File: config.mk
export PLATFORM = sky130hd
export DESIGN_NAME = reset_sequencer
export DESIGN_NICKNAME = d
export VERILOG_FILES = /design/src/rtl/reset_sequencer.sv
export SDC_FILE = /design/constraint.sdc
export NUM_CORES = 1
export LEC_CHECK = 0
export BUFFER_PORTS_ARGS = -buffer_cell sky130_fd_sc_hd__buf_2
export CELL_PAD_IN_SITES_DETAIL_PLACEMENT = 0
export CELL_PAD_IN_SITES_GLOBAL_PLACEMENT = 1
export CORE_MARGIN = 4
export CORE_UTILIZATION = 46
export DETAILED_ROUTE_END_ITERATION = 8
export GPL_TIMING_DRIVEN = 0
export PLACE_DENSITY_LB_ADDON = 0.25
export SYNTH_ARGS = -nofsm -noshare
export SYNTH_HDL_FRONTEND = slang
export SYNTH_SLANG_ARGS = --single-unit
File: constraint.sdc
create_clock -name clk_sys -period 2.6 [get_ports clk_sys]
set_clock_uncertainty 0.2 [all_clocks]
set_input_delay 0.26 -clock clk_sys [delete_from_list [all_inputs] [get_ports clk_sys]]
set_output_delay 0.26 -clock clk_sys [all_outputs]
set_load 0.1 [all_outputs]
File: src/rtl/reset_sequencer.sv
// Lock-qualified reset sequencer: waits for stable PLL lock, then releases sys/adc/eth resets in staggered order.
// Status inputs pass through 2-flop synchronizers; any lock loss or software request re-asserts all resets.
module reset_sequencer #(
  parameter int LOCK_STABLE_CYCLES = 1024,
  parameter int STAGE_DELAY        = 256,
  parameter int LOCK_TIMEOUT       = 1000000
) (
  input  logic       clk_sys,
  input  logic       rst,
  input  logic       pll_locked,
  input  logic       clocks_valid,
  input  logic       sw_reset_req,
  output logic       rst_sys_n,
  output logic       rst_adc_n,
  output logic       rst_eth_n,
  output logic       system_ready,
  output logic       lock_timeout,
  output logic [7:0] lock_loss_count,
  output logic [2:0] state
);

  localparam int MAX_CNT = (LOCK_STABLE_CYCLES > STAGE_DELAY) ? LOCK_STABLE_CYCLES : STAGE_DELAY;
  localparam int CNT_W   = (MAX_CNT > 1) ? $clog2(MAX_CNT) : 1;
  localparam int TMR_W   = (LOCK_TIMEOUT > 0) ? $clog2(LOCK_TIMEOUT + 1) : 1;

  typedef enum logic [2:0] {
    WAIT_LOCK = 3'd0,
    STABLE    = 3'd1,
    REL_SYS   = 3'd2,
    REL_ADC   = 3'd3,
    REL_ETH   = 3'd4,
    RUN       = 3'd5
  } seq_state_t;

  seq_state_t       state_q, state_d;
  logic [1:0]       pll_sync, clk_sync;
  logic             lock_ok;
  logic [CNT_W-1:0] cnt_q;
  logic [TMR_W-1:0] tmr_q;
  logic             abort, loss_evt, cnt_clr;
  logic             sys_d, adc_d, eth_d, rdy_d;

  assign lock_ok = pll_sync[1] & clk_sync[1];
  assign abort   = ~lock_ok | sw_reset_req;
  assign state   = state_q;

  always_ff @(posedge clk_sys or posedge rst) begin
    if (rst) begin
      pll_sync <= 2'b00;
      clk_sync <= 2'b00;
    end else begin
      pll_sync <= {pll_sync[0], pll_locked};
      clk_sync <= {clk_sync[0], clocks_valid};
    end
  end

  always_comb begin
    state_d  = state_q;
    cnt_clr  = 1'b0;
    loss_evt = 1'b0;
    case (state_q)
      WAIT_LOCK: begin
        if (lock_ok) begin
          state_d = STABLE;
          cnt_clr = 1'b1;
        end
      end
      STABLE: begin
        if (abort) begin
          state_d = WAIT_LOCK;
          cnt_clr = 1'b1;
        end else if (cnt_q == CNT_W'(LOCK_STABLE_CYCLES - 1)) begin
          state_d = REL_SYS;
          cnt_clr = 1'b1;
        end
      end
      REL_SYS, REL_ADC, REL_ETH: begin
        loss_evt = ~lock_ok;
        if (abort) begin
          state_d = WAIT_LOCK;
          cnt_clr = 1'b1;
        end else if (cnt_q == CNT_W'(STAGE_DELAY - 1)) begin
          cnt_clr = 1'b1;
          case (state_q)
            REL_SYS: state_d = REL_ADC;
            REL_ADC: state_d = REL_ETH;
            default: state_d = RUN;
          endcase
        end
      end
      RUN: begin
        loss_evt = ~lock_ok;
        if (abort) begin
          state_d = WAIT_LOCK;
          cnt_clr = 1'b1;
        end
      end
      default: begin
        state_d = WAIT_LOCK;
        cnt_clr = 1'b1;
      end
    endcase
    // Outputs are a registered decode of the next state, so each release lands on its transition edge.
    sys_d = (state_d == REL_SYS) || (state_d == REL_ADC) || (state_d == REL_ETH) || (state_d == RUN);
    adc_d = (state_d == REL_ADC) || (state_d == REL_ETH) || (state_d == RUN);
    eth_d = (state_d == REL_ETH) || (state_d == RUN);
    rdy_d = (state_d == RUN);
  end

  always_ff @(posedge clk_sys or posedge rst) begin
    if (rst) begin
      state_q         <= WAIT_LOCK;
      cnt_q           <= '0;
      rst_sys_n       <= 1'b0;
      rst_adc_n       <= 1'b0;
      rst_eth_n       <= 1'b0;
      system_ready    <= 1'b0;
      lock_loss_count <= 8'd0;
    end else begin
      state_q      <= state_d;
      rst_sys_n    <= sys_d;
      rst_adc_n    <= adc_d;
      rst_eth_n    <= eth_d;
      system_ready <= rdy_d;
      if (cnt_clr)
        cnt_q <= '0;
      else if (state_q != WAIT_LOCK)
        cnt_q <= cnt_q + 1'b1;
      if (loss_evt && lock_loss_count != 8'd255)
        lock_loss_count <= lock_loss_count + 8'd1;
    end
  end

  // Timeout timer runs only while waiting for lock and saturates at the limit; the flag stays set until rst.
  always_ff @(posedge clk_sys or posedge rst) begin
    if (rst) begin
      tmr_q        <= '0;
      lock_timeout <= 1'b0;
    end else if (state_q == WAIT_LOCK) begin
      if (tmr_q != TMR_W'(LOCK_TIMEOUT))
        tmr_q <= tmr_q + 1'b1;
      if (tmr_q >= TMR_W'(LOCK_TIMEOUT - 1))
        lock_timeout <= 1'b1;
    end else begin
      tmr_q <= '0;
    end
  end

endmodule

==> impl_results.md <==
* Placed inst area at approximately 0.0027 mm²
* Yosys top cell area share at 49.3%
* Cell type with the largest total area after synthesis: dfrtp_1
* Util after Layout at between 50 and 60%
* Worst-path clk slew at 0.09 ns
* RSZ-0062 raised after global routing: no
* Max incr delay on CP at about 0.53 ns
* First-pass DRT Iterations at 4
* Post-CTS setup buffer count at 0
* Largest net degree at the start of global routing at 35
* Fmax at ~440 MHz
* Fillcell total at ~510
* Number of synthesized register bits at 50
* H-tree depth at 2
* CP Launch Type: register
* Critical setup path kind: register to register
* Final setup fails at 0
* Via density per instance at about 5.5
* Type of the most critical hold path: input port to register
* Initial core utilization at between 40% and 50%
* Slew Limit Headroom at 53.5%
* Initial antenna violation count at 0
* GRT Util Overall at approximately 17%
* Ys Warns at 0
* Most instantiated cells after synthesis: dfrtp_1 (50), nor2_1 (24), xnor2_1 (20)
* Root Driver: clkbuf_8
* Area contributors post-synth: dfrtp_1 (49%), xnor2_1 (6.9%), nand4_1 (3.9%)
* Setup TNS at 0 ns
* Core Footprint at between 0.005 and 0.006 mm²
* Reg area at ~0.0013 mm²
* Avg Cell Area, Syn at around 9.8 µm²
* Area of the mapped netlist at 0.00254 mm²
* Post-synth EDFFs at 0
* Drc violations at 0
* Mapped Nets at approximately 270
* Num ports at 21
* Fin crit period at ~2.3 ns
* Total global routing overflow at 0
* DP HPWL at between 3 and 4 mm
* Count leader, synth: dfrtp_1
* Clock Tree Buf Depth at 2
* Final worst path period share at around nine tenths
* DR iter-0 viols at 78
* DR vias at ~2000
* Clk sink count at 50
* Worst-Skew Late Latency at approximately 0.29 ns
* CTS tree: built
* Complex-gate fraction of the synthesized area at 8.13%
* First-pass GRT wire length at 8.94 mm
* Synth Area in XOR/XNOR at a little under a tenth
* Final hold vios at 0
* Mux cell area share after synthesis at approximately 1.2%
* Worst Path Arrival at 2.31 ns
* Post-synthesis async set-or-reset flop share at between 90% and 100%
* Floorplan row count at 26
* Syn-to-layout area delta at 14.0%
* PortBufs at 20
* Max-slew violations at 0
* Critical Path End Type: register
* Fin area at around 0.0029 mm²
* Unique masters post-synth at 44
* Power Density at around 540 mW/mm²
* Status: finished clean
* Worst Max-Slew Pin Slew at between 0.6 and 0.7 ns
* Critical path's slowest cell: or4_1
* Crit path buf inv count at 1
* Leak Pwr at 1.27 nW
* CP most frequent cell: or4_1
* # diodes at 0
* Max-capacitance violation count at 0
* Area of the multi-input gates at 0.00122 mm²
* Share of cells above drive strength 1 at roughly an eighth
* Die X at 82.3 µm
* Overall power at 1.55 mW
* Number of global-route vias before repair at about 2000
* Gp weighted congestion at 0.809
* Fin nets at 300
* CTS Buf Count at 5
* Die Y-Extent at 82.3 µm
* Worst VDD drop at between 0.3 and 0.4 mV
* Largest family of logic cells by synthesized area: simple AND/OR/NAND/NOR gates
* Synth Area in Simple Gates at between 20% and 30%
* Top Family by Delay on Critical Path: simple AND/OR/NAND/NOR gates
* Routed length per instance at 13.9 µm
* Synth Area in Adders at under 10%
* Most used DFF post-synth: dfrtp_1
* WL final at 5.00 mm
* Crit-path max FO at 7
* Mapped Cells at between 200 and 300
* Seq/Total Area, Yosys at between 40% and 50%
* Critical path data required time at 2.61 ns
* Crit path cell chain: nand4_2 -> or4_1 -> buf_2 -> or4_1 -> a21oi_1
* Post-route ant nets at 0
* Die Footprint at just under 0.007 mm²
-- report_power, final --
part | switching (mW) | leakage (nW) | internal (mW)
combinational | 0.0977 | 0.541 | 0.0591
sequential | 0.0495 | 0.680 | 0.813
clock | 0.246 | 0.0542 | 0.283
-- cell families (layout without fill, tap and decap cells) --
family          after synthesis  count (layout)
fa+ha+maj                     5               5
flops                        50              50
xor+xnor                     27              27
compound gates               32              32
simple gates                122             122
buf+inv                      20              51
mux                           3               3
-- per-stage QoR --
stage                     cells  worst slack [ns]  hold WS, ns
after CTS                   360             0.144       0.0946
after global routing        360             0.116        0.115
after global placement      349             0.181        0.132
after detailed placement    350             0.154       0.0531
final                       360             0.305        0.104
after floorplan             259            0.0284       0.0914
-- repair_timing --
item,4_1_cts,5_1_grt
resized for setup,0,2
setup endpoints to repair,0,9
hold endpoints to repair,18,0
hold buffers,3,0
-- registers in the layout, summed over array words and instances, names as in the netlist --
register	flops
tmr_q	20
cnt_q	10
lock_loss_count	8
state	3
clk_sync	2
pll_sync	2
lock_timeout	1
rst_adc_n	1
rst_eth_n	1
rst_sys_n	1
system_ready	1
-- worst reg2reg max path: cells and delay by family, from the launching register on --
kind            cells  cell delay, ns
simple gates        3            1.24
compound gates      1            0.15
buf+inv             1            0.17
flops               1            0.47
-- placed cells by master (no fill, tap or decap), drive strengths merged, types with 8 or more instances in the layout --
master / n
a21oi: 9
buf: 25
inv: 11
nand3: 14
clkbuf: 10
dfrtp: 50
nor2: 24
nand2: 11
nand4: 17
o21ai: 8
xnor2: 20
nor3: 15
-- final cells by class --
class,count,share of cell area (%)
sequential,50,43.2
multi-input combinational,189,42.2
timing repair buffer,24,5.19
tap,70,3.03
clock buffer,5,2.38
inverter,11,1.43
clock inverter,2,1.34
buffer,9,1.25
-- final timing paths --
| path | start | end | slack [ns] | cells past startpoint |
|---|---|---|---|---|
| min in group asynchronous | rst | cnt_q[5]$_DFFE_PP0P_ | 0.27 | 3 |
| worst max register to register | tmr_q[2]$_DFFE_PP0P_ | tmr_q[19]$_DFFE_PP0P_ | 0.30 | 5 |
| worst min register to register | clk_sync[0]$_DFF_PP0_ | clk_sync[1]$_DFF_PP0_ | 0.15 | 0 |
| worst max-delay path | tmr_q[2]$_DFFE_PP0P_ | tmr_q[19]$_DFFE_PP0P_ | 0.30 | 5 |
| worst min-delay path | sw_reset_req | system_ready$_DFF_PP0_ | 0.10 | 3 |
| max in group asynchronous | rst | lock_loss_count[7]$_DFFE_PP0P_ | 1.42 | 4 |
-- layer usage --
metal,routed length [µm],track usage [%],vias to the layer above
met5,0,0,-
met4,14,3.16,0
met3,127,3.47,2
met1,2330,22.2,949
met2,2530,28.4,23
li1,-,-,995
Power figures use the tool's default switching activity.
